<file path="config.mk">
export PLATFORM = sky130hd
export DESIGN_NAME = wave_freq_meter
export DESIGN_NICKNAME = d
export VERILOG_FILES = /design/src/rtl/dds_pkg.sv /design/src/rtl/seq_divider.sv /design/src/rtl/wave_freq_meter.sv
export SDC_FILE = /design/constraint.sdc
export NUM_CORES = 1
export LEC_CHECK = 0
export CAP_MARGIN = 10
export CORE_MARGIN = 2
export CORE_UTILIZATION = 30
export CTS_CLUSTER_DIAMETER = 30
export DETAILED_ROUTE_END_ITERATION = 7
export PLACE_DENSITY = 0.47
export SLEW_MARGIN = 20
export SYNTH_ARGS = -nofsm -noshare
export SYNTH_HDL_FRONTEND = slang
export SYNTH_SLANG_ARGS = --single-unit
</file>
<file path="constraint.sdc">
create_clock -name clk -period 7.58 [get_ports clk]
set_clock_uncertainty 0.05 [all_clocks]
set_input_delay 1.516 -clock clk [delete_from_list [all_inputs] [get_ports clk]]
set_output_delay 1.516 -clock clk [all_outputs]
set_load 0.005 [all_outputs]
</file>
<file path="src/rtl/dds_pkg.sv">
// Shared definitions for the DDS output path and its frequency meter.
package dds_pkg;

    localparam logic [15:0] MIDSCALE = 16'h8000;
    localparam int          PHASE_W  = 32;

    typedef enum logic [1:0] {
        SYNC,
        MEASURE,
        DIVIDE
    } meter_state_t;

endpackage

</file>
<file path="src/rtl/seq_divider.sv">
// Restoring unsigned divider producing one quotient bit per clock.
// The dividend register shifts its MSB into the partial remainder while
// quotient bits shift in at the LSB, so it ends up holding the quotient.
module seq_divider #(
    parameter int DVD_W = 35,
    parameter int DVS_W = 26
) (
    input  logic             clk,
    input  logic             reset,
    input  logic             start,
    input  logic [DVD_W-1:0] dividend,
    input  logic [DVS_W-1:0] divisor,
    output logic             busy,
    output logic             done,
    output logic [DVD_W-1:0] quotient,
    output logic [DVS_W-1:0] remainder
);

    localparam int CW = $clog2(DVD_W + 1);

    logic [DVD_W-1:0] dvd_sh;
    logic [DVS_W-1:0] rem;
    logic [DVS_W-1:0] dvs_q;
    logic [CW-1:0]    bit_cnt;

    logic [DVS_W:0]   partial;
    logic [DVS_W:0]   diff;
    logic             fits;
    logic [DVS_W-1:0] rem_next;

    // One restoring step: shift in the next dividend bit, subtract if it fits.
    // Because rem < divisor, both branches fit back into DVS_W bits.
    always_comb begin
        partial  = {rem, dvd_sh[DVD_W-1]};
        diff     = partial - {1'b0, dvs_q};
        fits     = (partial >= {1'b0, dvs_q});
        rem_next = fits ? diff[DVS_W-1:0] : partial[DVS_W-1:0];
    end

    // Load on start, then iterate DVD_W times; done pulses after the last step.
    always_ff @(posedge clk or posedge reset) begin
        if (reset) begin
            dvd_sh  <= '0;
            rem     <= '0;
            dvs_q   <= '0;
            bit_cnt <= '0;
            busy    <= 1'b0;
            done    <= 1'b0;
        end else begin
            // NOTE: non-blocking assignments here so every register samples
            // the pre-edge values; blocking would chain the steps in one clock.
            done <= 1'b0;
            if (start && !busy) begin
                dvd_sh  <= dividend;
                rem     <= '0;
                dvs_q   <= divisor;
                bit_cnt <= CW'(DVD_W);
                busy    <= 1'b1;
            end else if (busy) begin
                dvd_sh  <= {dvd_sh[DVD_W-2:0], fits};
                rem     <= rem_next;
                bit_cnt <= bit_cnt - 1'b1;
                if (bit_cnt == CW'(1)) begin
                    busy <= 1'b0;
                    done <= 1'b1;
                end
            end
        end
    end

    assign quotient  = dvd_sh;
    assign remainder = rem;

endmodule

</file>
<file path="src/rtl/wave_freq_meter.sv">
// Frequency estimator: finds rising midscale crossings with hysteresis,
// sums 2^AVG_LOG2 periods and converts the window length back into the
// phase-step word that a DDS would need to produce that frequency.
module wave_freq_meter
    import dds_pkg::*;
#(
    parameter int          AVG_LOG2 = 2,
    parameter int          CNT_W    = 24,
    parameter logic [15:0] HYST     = 16'd256
) (
    input  logic                      clk,
    input  logic                      reset,
    input  logic [15:0]               sample,
    output logic [31:0]               Step_est,
    output logic                      step_valid,
    output logic [CNT_W+AVG_LOG2-1:0] window_cycles,
    output logic                      no_signal
);

    localparam int WIN_W = CNT_W + AVG_LOG2;
    localparam int DVD_W = 33 + AVG_LOG2;
    localparam int PC_W  = AVG_LOG2 + 1;

    localparam logic [15:0]       LOW_TH   = MIDSCALE - HYST;
    localparam logic [15:0]       HIGH_TH  = MIDSCALE + HYST;
    localparam logic [PC_W-1:0]   LAST_PER = PC_W'(2**AVG_LOG2 - 1);
    localparam logic [WIN_W-1:0]  WIN_MIN  = WIN_W'(2**AVG_LOG2);
    localparam logic [DVD_W-1:0]  DIVIDEND = {1'b1, {(DVD_W-1){1'b0}}};
    localparam logic [CNT_W-1:0]  T_MAX    = '1;
    localparam logic [CNT_W-1:0]  T_LAST   = {{(CNT_W-1){1'b1}}, 1'b0};

    meter_state_t      state;
    logic              low_armed;
    logic              rise;
    logic [WIN_W-1:0]  acc;
    logic [WIN_W-1:0]  acc_inc;
    logic [PC_W-1:0]   pcnt;
    logic [CNT_W-1:0]  tcnt;
    logic              div_start;
    logic              div_busy;
    logic              div_done;
    logic [DVD_W-1:0]  div_q;
    logic [WIN_W-1:0]  div_rem_unused;
    logic              step_sat;

    assign rise     = low_armed && (sample >= HIGH_TH);
    assign acc_inc  = (&acc) ? acc : acc + 1'b1;
    assign step_sat = (window_cycles <= WIN_MIN) || (|div_q[DVD_W-1:PHASE_W]);

    // Hysteresis crossing detector: arm below the band, fire above it.
    always_ff @(posedge clk or posedge reset) begin
        if (reset) begin
            low_armed <= 1'b0;
        end else if (rise) begin
            low_armed <= 1'b0;
        end else if (sample < LOW_TH) begin
            low_armed <= 1'b1;
        end
    end

    // Measurement FSM with window accumulation, result latch and timeout.
    always_ff @(posedge clk or posedge reset) begin
        if (reset) begin
            state         <= SYNC;
            acc           <= '0;
            pcnt          <= '0;
            tcnt          <= '0;
            div_start     <= 1'b0;
            Step_est      <= '0;
            step_valid    <= 1'b0;
            window_cycles <= '0;
            no_signal     <= 1'b0;
        end else begin
            step_valid <= 1'b0;
            div_start  <= 1'b0;

            case (state)
                SYNC: begin
                    if (rise) begin
                        acc   <= '0;
                        pcnt  <= '0;
                        tcnt  <= '0;
                        state <= MEASURE;
                    end
                end
                MEASURE: begin
                    acc <= acc_inc;
                    if (rise) begin
                        tcnt <= '0;
                        if (pcnt == LAST_PER && !div_busy) begin
                            window_cycles <= acc_inc;
                            div_start     <= 1'b1;
                            state         <= DIVIDE;
                        end else begin
                            pcnt <= pcnt + 1'b1;
                        end
                    end
                end
                DIVIDE: begin
                    if (div_done) begin
                        Step_est   <= step_sat ? 32'hFFFF_FFFF : div_q[31:0];
                        step_valid <= 1'b1;
                        no_signal  <= 1'b0;
                        state      <= SYNC;
                    end
                end
                default: state <= SYNC;
            endcase

            // Timeout runs outside DIVIDE and overrides the case above.
            if (state != DIVIDE && !rise && tcnt != T_MAX) begin
                tcnt <= tcnt + 1'b1;
                if (tcnt == T_LAST) begin
                    no_signal  <= 1'b1;
                    Step_est   <= '0;
                    step_valid <= 1'b1;
                    state      <= SYNC;
                end
            end
        end
    end

    seq_divider #(
        .DVD_W(DVD_W),
        .DVS_W(WIN_W)
    ) u_div (
        .clk      (clk),
        .reset    (reset),
        .start    (div_start),
        .dividend (DIVIDEND),
        .divisor  (window_cycles),
        .busy     (div_busy),
        .done     (div_done),
        .quotient (div_q),
        .remainder(div_rem_unused)
    );

endmodule

</file>
==> results.yml <==
global_routing:
  grt_start_max_net_pins: 165
  grt_usage_pct: 14.8
  grt_pass1_wl_um: 46100
  grt_pass1_vias: 8669
  grt_overflow: 0
  antenna_found_initial: 0
status:
  status: "completed"
min_path:
  hold_depth: 1
  hold_path.startpoint: "u_div.bit_cnt[5]"
  hold_end: "u_div.bit_cnt[5]"
  hold_class: "reg2reg"
synth:
  synth_top_family_by_area: "simple AND/OR/NAND/NOR gates"
  postSynthCellCount: 1175
  synth_top_area_share_pct: 48.7
  synth-xor-area-share_pct: 3.61
  syn_area_per_cell_sq_um: 9.28
  synth_area_leader_cell: "dfrtp_1"
  synthFlopType: "dfrtp_1"
  ys_warn_count: 0
  synthArstFlopShare_pct: 100
  synth_edf_count: 0
  ys_seq_area_share_pct: 48.7
  ys_ff_latch: 212
  yosysUniqueCellTypes: 67
  synth_nets: 1227
  synthTopCellsByArea: "dfrtp_1 (49%), nand2_1 (6.5%), o21ai_0 (5.6%)"
  synth_compound_area_share_pct: 17.2
  netlist_area_sq_mm: 0.0109
  synth-simple-area-share_pct: 18.1
  synthAdderAreaFrac_pct: 3.97
  synth_mux_area_share_pct: 4.43
clock_tree:
  cts_root_buffer: "clkbuf_16"
  clock_path_buffers: 3
  htreeDepth: 2
  cts_setup_buffers: 0
  cts.sink_count: 212
  hold_buffers: 0
  cts-resized-gates: 0
  insertion_delay_ns: 0.57
  cts_buffers: 55
  cts_tree: "yes"
  clk_pin_slew_ns: 0.04
setup_path:
  crit_buf_inv: 2
  rr_worst_depth: 8
  path_class: "in2reg"
  critPathArrivalTime_ns: 4.28
  cpPeakStageDelay_ns: 0.70
  cp-startpoint: "sample[10]"
  path_max_fanout: 34
  r2r-start: "u_div.remainder[16]"
  setup.worst_path.start_class: "primary input"
  worstPathRequired_ns: 7.96
  cpMaxStageDelayCell: "nand3_1"
  worstPathCellList: "clkdlybuf4s50_1 -> nor4_1 -> a21boi_1 -> nand2_1 -> nand3_1 -> nor4_4 -> buf_4 -> nor2_1"
  end_kind: "flop"
  r2r_slack_ns: 4.32
  reg2reg_to: "u_div.remainder[1]"
  cp_top_family: "simple AND/OR/NAND/NOR gates"
routing:
  drt_iter0_markers: 431
  wirelength_um: 27200
  wire_per_inst_um: 15.5
  ant_nets: 0
  first_pass_iters: 4
  drc: 0
  vias_per_cell: 4.97
  vias: 8707
power_and_ir_drop:
  pwr-share-clk_pct: 42.6
  vdd_drop_max_mv: 0.188
  p_seq_share_pct: 26.9
  power_frac_comb_pct: 30.5
  p_leak_nw: 5.93
  p_sw_share_pct: 33.2
  power_mw: 5.95
  p_int_mw: 3.98
  power_density_mw_per_mm2: 424
  power.switching_mw: 1.97
timing:
  hold_ws_ns: 0.404
  rsz0062_at_grt: "no"
  fin_crit_sh_pct: 51.5
  hold_violations: 0
  max_freq_mhz: 256
  slew_headroom_pct: 31.4
  setup_violations: 0
  tns_ns: 0
  worst_slack_ns: 3.68
  fin_crit_ns: 3.90
  slew_viol_final: 0
  worstMarginPinSlew_ns: 1.03
place:
  placed_cells: 1651
  dp_slack_ns: 3.09
  place_congestion: 0.798
  portBuffers: 69
  dp_hpwl_um: 17500
final_layout:
  fillerInstances: 3501
  insertedDiodeCount: 0
  drive_gt1_share_pct: 11.4
  areaGrowthSynthToFinish_pct: 28.8
  layout.nets: 1299
  final_cells: 1753
floorplan:
  fp.dieH_um: 195
  die_area_sq_mm: 0.0379
  die_x_um: 195
  io_pins: 78
  rows: 69
  start_util_pct: 30.6
  core_area_sq_mm: 0.0357
job:
  cap_violations: 0
## synth_stat cells, types with 3 or more instances
cell         n
nor2b_1      7
nor2_1      81
nand2b_1     6
o21ai_0    123
o2111ai_1    3
xor2_1      17
a21boi_0     3
o21ai_1     15
ha_1        33
nand2_1    188
and3_1      17
nand3_1     43
nor3b_1     10
o211ai_1     5
o31ai_1     17
xnor2_1     28
inv_1       45
or3_1        6
buf_1        3
a21o_1      15
o21bai_1     3
a31oi_1     29
nand4_1     17
o21a_1       4
and4_1       5
mux2_2      25
o22ai_1     33
mux2i_1     19
nor3_1      11
and2_1       5
dfrtp_1    212
nor4_1      11
buf_2        9
a21oi_1     37
clkbuf_1    49
## layout make-up
type	instances	area, sq um	area share, %
Inverter	45	176	1.26
Clock inverter	23	405	2.89
Tap cell	461	577	4.11
Timing Repair Buffer	80	786	5.60
Multi-Input combinational cell	853	5160	36.8
Clock buffer	79	1630	11.6
Sequential cell	212	5310	37.8
## state kept, by name, indices dropped and copies added, names as in the netlist
register	count
no_signal	1
u_div.done	1
u_div.quotient	35
u_div.remainder	26
step_valid	1
acc	26
div_start	1
window_cycles	26
u_div.dvs_q	26
pcnt	3
tcnt	24
u_div.bit_cnt	6
low_armed	1
Step_est	32
u_div.busy	1
state	2
## cells in the final DEF (no fill, tap or decap), types with 4 or more instances in the layout
master           synthesis  routed
dfrtp_1                212     211
nand2_1                188     188
o21ai_0                123     123
nor2_1                  81      81
clkdlybuf4s50_1          0      69
clkbuf_16                0      57
inv_1                   45      44
nand3_1                 43      43
a21oi_1                 37      37
o22ai_1                 33      33
ha_1                    33      33
a31oi_1                 29      29
xnor2_1                 28      28
mux2_2                  25      25
mux2i_1                 19      19
nand4_1                 17      17
and3_1                  17      17
o31ai_1                 17      17
xor2_1                  17      17
a21o_1                  15      15
o21ai_1                 15      15
clkbuf_8                 0      12
nor3_1                  11      11
nor4_1                  11      11
bufinv_16                0      11
clkinv_2                 0      11
nor3b_1                 10      10
clkbuf_1                49      10
buf_4                    2      10
nor2b_1                  7       7
nand2b_1                 6       6
or3_1                    6       6
and4_1                   5       5
and2_1                   5       5
o211ai_1                 5       5
o21a_1                   4       4
## power by group through the flow
stage / Sequential, mW / Combinational, mW / Clock (mW)
final: 1.60 / 1.81 / 2.54
after floorplan: 1.51 / 1.45 / 0
after global placement: 1.61 / 1.82 / 0
after global routing: 1.64 / 2.06 / 2.66
after detailed placement: 1.62 / 1.83 / 0
after CTS: 1.61 / 1.84 / 2.59
## per-layer routing
layer / routed length (um) / GRT usage (%)
met1: 13500 / 20.5
met2: 12000 / 23.0
met3: 1060 / 3.31
met4: 653 / 4.96
met5: 0 / 0
## how the worst max path moves through the flow
| stage | to | slack [ns] | cells past startpoint |
|---|---|---|---|
| 3_5_place_dp | Step_est[23] | 3.09 | 8 |
| 6_report | Step_est[23] | 3.68 | 8 |
| 5_1_grt | Step_est[8] | 3.37 | 8 |
| 3_3_place_gp | Step_est[28] | 3.06 | 8 |
| 4_1_cts | Step_est[23] | 3.69 | 8 |
| 2_1_floorplan | Step_est[0] | 0.22 | 1 |
## through the flow
stage / area [sq um] / util [%]
final: 14000 / 39.4
after global routing: 14000 / 39.4
after CTS: 14000 / 39.4
after detailed placement: 12000 / 33.7
after global placement: 12000 / 33.7
after floorplan: 10900 / -
## cells by family after synthesis
family	Yosys count
AO/OA/AOI/OAI	308
flip-flops	212
XOR/XNOR	45
AND/OR/NAND/NOR	421
buffers and inverters	110
adder cells (fa/ha/maj)	34
multiplexers	45
No activity file was read; power rests on OpenSTA's default activity.
